`src/rtl/automatic_door_controller.sv`:
```
// Automatic bi-parting sliding door controller.
// Moore FSM driving four motor enables, with a bolt indicator and a sticky
// tamper alarm raised by repeated manual-open attempts on a locked, closed door.
module automatic_door_controller #(
    parameter int unsigned ALARM_TRIES = 3
) (
    input  logic       clk,
    input  logic       reset,
    input  logic       pa,
    input  logic       pp,
    input  logic       mo,
    input  logic       r,
    input  logic       l,
    input  logic       m,
    input  logic       lk,
    output logic [1:0] yt,
    output logic [1:0] yt1,
    output logic       m2r,
    output logic       m2l,
    output logic       r2m,
    output logic       l2m,
    output logic       bt,
    output logic       alarm
);

    typedef enum logic [1:0] {
        CLOSED  = 2'b00,
        OPENING = 2'b01,
        OPEN    = 2'b10,
        CLOSING = 2'b11
    } door_state_e;

    localparam logic [1:0] TRIES = 2'(ALARM_TRIES);

    door_state_e state_q, state_d;
    logic [1:0]  cnt_q;
    logic        mo_q;
    logic        alarm_q;
    logic        open_drv_q;
    logic        close_drv_q;
    logic        attempt;

    // Next-state selection; earlier branches take priority within each state.
    always_comb begin
        // NOTE: default first so every path assigns state_d and no latch is inferred.
        state_d = state_q;
        case (state_q)
            CLOSED: begin
                if (lk)
                    state_d = CLOSED;
                else if (pa || mo)
                    state_d = OPENING;
            end
            OPENING: begin
                if (r && l)
                    state_d = OPEN;
            end
            OPEN: begin
                if (!(pa || pp))
                    state_d = CLOSING;
            end
            CLOSING: begin
                if (pa || pp || mo)
                    state_d = OPENING;
                else if (m)
                    state_d = CLOSED;
            end
            default: state_d = CLOSED;
        endcase
    end

    // A manual-open attempt is a fresh mo rising edge against a locked, closed door.
    assign attempt = (state_q == CLOSED) && lk && mo && !mo_q;

    // State, attempt counter, alarm and motor drives all update together.
    always_ff @(posedge clk) begin
        // NOTE: non-blocking assignments keep every register sampling pre-edge values.
        if (!reset) begin
            state_q     <= CLOSED;
            cnt_q       <= 2'd0;
            mo_q        <= 1'b0;
            alarm_q     <= 1'b0;
            open_drv_q  <= 1'b0;
            close_drv_q <= 1'b0;
        end else begin
            state_q     <= state_d;
            mo_q        <= mo;
            // Drives are registered from the next state so they track yt with no extra delay.
            open_drv_q  <= (state_d == OPENING);
            close_drv_q <= (state_d == CLOSING);

            if (attempt && (cnt_q != TRIES)) begin
                cnt_q <= cnt_q + 2'd1;
                if ((cnt_q + 2'd1) == TRIES)
                    alarm_q <= 1'b1;
            end else if (!lk && !alarm_q) begin
                cnt_q <= 2'd0;
            end
        end
    end

    assign yt    = state_q;
    assign yt1   = state_d;
    assign m2r   = open_drv_q;
    assign m2l   = open_drv_q;
    assign r2m   = close_drv_q;
    assign l2m   = close_drv_q;
    // Bolt follows lk combinationally so an unlock releases it the same cycle.
    assign bt    = (state_q == CLOSED) && lk;
    assign alarm = alarm_q;

endmodule

```
`config.mk`:
```
export PLATFORM = sky130hd
export DESIGN_NAME = automatic_door_controller
export DESIGN_NICKNAME = d
export VERILOG_FILES = /design/src/rtl/automatic_door_controller.sv
export SDC_FILE = /design/constraint.sdc
export NUM_CORES = 1
export LEC_CHECK = 0
export CORE_AREA = 5 5 42 44
export CTS_BUF_LIST = sky130_fd_sc_hd__clkbuf_4
export DETAILED_ROUTE_END_ITERATION = 7
export DIE_AREA = 0 0 47 49
export PLACE_DENSITY = 0.71
export SETUP_SLACK_MARGIN = 0.1
export SLEW_MARGIN = 20
export SYNTH_ARGS = -nofsm -noshare
export SYNTH_HDL_FRONTEND = slang
export SYNTH_SLANG_ARGS = --single-unit
```
`constraint.sdc`:
```
create_clock -name clk -period 2.87 [get_ports clk]
set_input_delay 0.861 -clock clk [delete_from_list [all_inputs] [get_ports clk]]
set_output_delay 0.861 -clock clk [all_outputs]
set_load 0.005 [all_outputs]
```
---- Word level (Yosys, flattened, before mapping) ----
Cells that the tools add are included.
word-level totals
  flip-flop bits (word level) ............. 8
  bits of input ports ..................... 9
  output and inout bits ................... 10
  word-level logic and storage cells ...... 38
operators by class
  mux-type cells .......................... 9
  reductions and logical operators ........ 15
  add/subtract/negate cells ............... 1
  eq/ne operators ......................... 7
operators by type and width
  kind                                                 count
  two-way mux 2 bit                                    8
  equality test 2 bit, second input constant           4
  case mux 2 bit (4 select lines)                      1
  logical AND 1 bit                                    6
  equality test 2 x 1 -> 1 bit, second input constant  2
  zero test 1 bit                                      3
  logical OR 1 bit                                     3
  adder 2 x 1 -> 2 bit, second input constant          1
  zero test 2 bit                                      1
  inequality test 2 bit, second input constant         1
  AND reduction 2 bit                                  1
  nonzero test 2 bit                                   1

---- Logic depth before layout (Yosys ltp) ----
  depth in word-level cells ............... 6
  depth in mapped cells ................... 4
  mapped depth without buffers ............ 4

---- Worst setup path after synthesis ----
OpenSTA, ideal clock, no wires.
  path type ............................... input port to output port
  from .................................... input pp
  to ...................................... output yt1[0]
  required time ........................... 2009 ps
  path buffers ............................ 0
  arrival time ............................ 1813 ps
  slack ................................... 196 ps
  stages .................................. 3
  path through ............................ or4b_4 -> a311oi_2 -> a21oi_1
on the way
  longest elaborated chain between the ends .. 4
  elaborated cells on any way between the ends .. 5
  those cells by class .................... mux: 3; reduce/logical: 2
ends and longest elaborated chain
  what                                 RTL line  text
  from (decl)                          10        input logic pp,
  logical OR 1 bit (*)                 59, 63
  logical OR 1 bit                     63        if (pa || pp || mo)
  two-way mux 2 bit                    63
  case mux 2 bit (4 select lines) (*)  47        case (state_q)
  to (decl)                            17        output logic [1:0] yt1,
Every way passes the cells marked *; elsewhere a longest branch is shown, timed or not.

---- Final worst setup path ----
  from .................................... input pa
  to ...................................... output yt1[0]
on the way
  longest elaborated chain between the ends .. 4
  elaborated cells on any way between the ends .. 8
  those cells by class .................... mux: 5; reduce/logical: 3
ends and longest elaborated chain
  what                                                          RTL line    text
  from (decl)                                                   9           input logic pa,
  logical OR 1 bit, on equally long branches                    51, 59, 63
  two-way mux 2 bit / logical OR 1 bit (equally long branches)  51, 63
  two-way mux 2 bit, on equally long branches                   49, 63
  case mux 2 bit (4 select lines) (*)                           47
Marks and branches as above.

==> flow_summary.yaml <==
synthesis:
  yosysWarnings: 0
  yosysSeqAreaShare: 0.406
  syn-cell-area_sq_um: 394
  synth_fp_nets: 52
  synth_cells: 41
  yosys_register_bits: 8
  synth_area_per_cell_sq_um: 9.61
  synthDistinctLibCells: 22
cells_and_area:
  area_growth_pct: 73.0
  diodes: 0
  drive_gt1_frac: 0.343
  final_cells: 83
  fin_nets: 80
  final_core_util: 0.487
route:
  wl_per_cell_um: 12.2
  drt_first_iter_violations: 2
  firstDrtPassIters: 2
  routed_wl_mm: 1.02
  ant_nets: 0
  vias_per_cell: 5.00
  drcViolationCount: 0
  via_count: 415
sta:
  worst_pin_slew_ns: 0.521
  rsz0062_at_grt: "yes"
  max_clock_freq_mhz: 357
  min_period_ns: 2.80
  fin_worst_skew_ns: 0.00591
  setup_ws_ns: 0.0724
  fin_tns_setup_ns: 0
  max_slew_margin: 0.652
  setup_viol: 0
  finalHoldViolCount: 0
  finalCritPeriodShare: 0.975
  report.final.slew_viol_count: 0
place:
  dp_slack_ns: -0.705
  hpwl_um: 749
  dpl.cell_count: 79
  gp_congestion: 0.702
  io_buffers: 18
floorplanning:
  die_y_um: 49
  die-area_sq_um: 2300
  initial_core_util: 0.281
  rows: 14
  core-area_sq_um: 1400
  io_pins: 19
  die_w_um: 47
critical_path:
  cp-end-kind: "output pin"
  slowest_stage: "or4b_4"
  crit_path_cell_trace: "buf_6 > or4b_4 > a311oi_4 > a21oi_2 > buf_2"
  required_ns: 2.01
  cp_top_family: "simple AND/OR/NAND/NOR gates"
  cp_num_buf_inv: 2
  slowest_delay_ns: 0.54
  cp-start-kind: "primary input"
  worstSetupPathType: "in2out"
  cp_max_fo: 3
  arrival_ns: 1.94
clocking:
  postCtsHoldBufs: 0
  cts_tree: "built"
  cts_num_sinks: 8
  cts_buffers: 3
  clkLatencyLatePin_ns: 0.25
  cts-root-buf: "clkbuf_4"
  htree_levels: 1
  clock_path_buffers: 2
  clk_pin_slew_ns: 0.05
pwr:
  p_leak_nw: 0.290
  p_total_mw: 0.272
  peakVddDrop_mv: 0.183
  power-per-cell-area_nw_per_um2: 399
hold_path:
  hold_class: "reg2reg"
job:
  max_cap_violations: 0
global_routing:
  antenna_found_initial: 0
  grt_max_degree: 8
  grt_pass1_wl_mm: 1.75
  grt_use_total: 0.105
  overflow: 0
  grt_pass1_vias: 406
status:
  status: "complete, no violations"
## cells in the final DEF, fill, tap and decap left out, types with 3 or more instances in the layout
cell type	instances
buf_2	4
buf_4	7
clkbuf_4	3
clkdlybuf4s50_1	9
dfxtp_1	8
nor2_1	3
nor3_1	3
## worst min-delay path: cells and delay by family (launching register included)
kind | cells | cell delay (ns)
AND/OR/NAND/NOR | 1 | 0.10
AO/OA/AOI/OAI | 1 | 0.06
flip-flops | 1 | 0.37
## repair_timing
item                                    CTS  global route
cloned                                    0             0
setup buffers                             1             0
endpoints found under the setup margin    3             2
resized for setup                        29             7
pin swaps                                 4             1
## synth_stat cells
cell / instances / area, sq um
a21bo_2: 1 / 10.0
a21boi_0: 2 / 15.0
a21o_1: 2 / 15.0
a21oi_1: 1 / 5.00
a311oi_2: 1 / 15.0
a31o_1: 1 / 8.76
a31oi_1: 2 / 12.5
and2_1: 1 / 6.26
buf_4: 2 / 15.0
dfxtp_1: 8 / 160
ha_1: 2 / 25.0
inv_1: 2 / 7.51
nand3_1: 1 / 5.00
nand3b_1: 1 / 7.51
nor2_1: 3 / 11.3
nor2b_1: 1 / 6.26
nor3_1: 3 / 15.0
nor3b_1: 2 / 15.0
o21ai_0: 2 / 10.0
o21bai_1: 1 / 7.51
or4_1: 1 / 7.51
or4b_4: 1 / 13.8
## flip-flops by register name (all words and copies together), names as in the netlist
| register | flops |
|---|---|
| cnt_q | 2 |
| l2m | 1 |
| yt | 2 |
| alarm | 1 |
| m2l | 1 |
| mo_q | 1 |
## final cells by class
class / count / area, sq um
Clock buffer: 3 / 22.5
Sequential cell: 8 / 160
Tap cell: 16 / 20.0
Inverter: 2 / 7.51
Multi-Input combinational cell: 29 / 253
Fill cell: 151 / 719
Timing Repair Buffer: 25 / 219
## per-stage QoR
stage          hold WS (ns)  cell area (sq um)
2_1_floorplan         0.516                394
3_3_place_gp          0.535                624
3_5_place_dp          0.545                624
4_1_cts               0.568                647
5_1_grt               0.632                682
6_report              0.563                682
## layer usage
metal  up-vias  GRT usage  share of wire
met5         -          0              0
li1        202          -              -
met4         0     0.0691          0.017
met2        17      0.158           0.49
met1       194      0.121           0.41
met3         2     0.0332          0.082
## power breakdown
part	internal (mW)	switching, mW	total, mW	leakage [nW]
combinational	0.0388	0.0237	0.0625	0.211
sequential	0.116	0.00726	0.124	0.0654
clock	0.0479	0.0384	0.0863	0.0138
total	0.203	0.0694	0.272	0.290
## final timing paths
kind,from,endpoint,slack [ns],cells past startpoint
worst max-delay path,pa,yt1[0],0.07,5
worst min-delay path,alarm,alarm,0.56,2
worst max register to register,yt[0],l2m,1.46,4
worst min register to register,alarm,alarm,0.56,2
## cell families (layout without fill, tap and decap cells)
logic type | Yosys count | in the layout | synth area share
buf+inv | 4 | 30 | 0.0571
fa+ha+maj | 2 | 2 | 0.0635
compound gates | 13 | 13 | 0.251
simple gates | 14 | 14 | 0.222
flops | 8 | 8 | 0.406
Note: power is estimated with default switching activity, not from simulation.
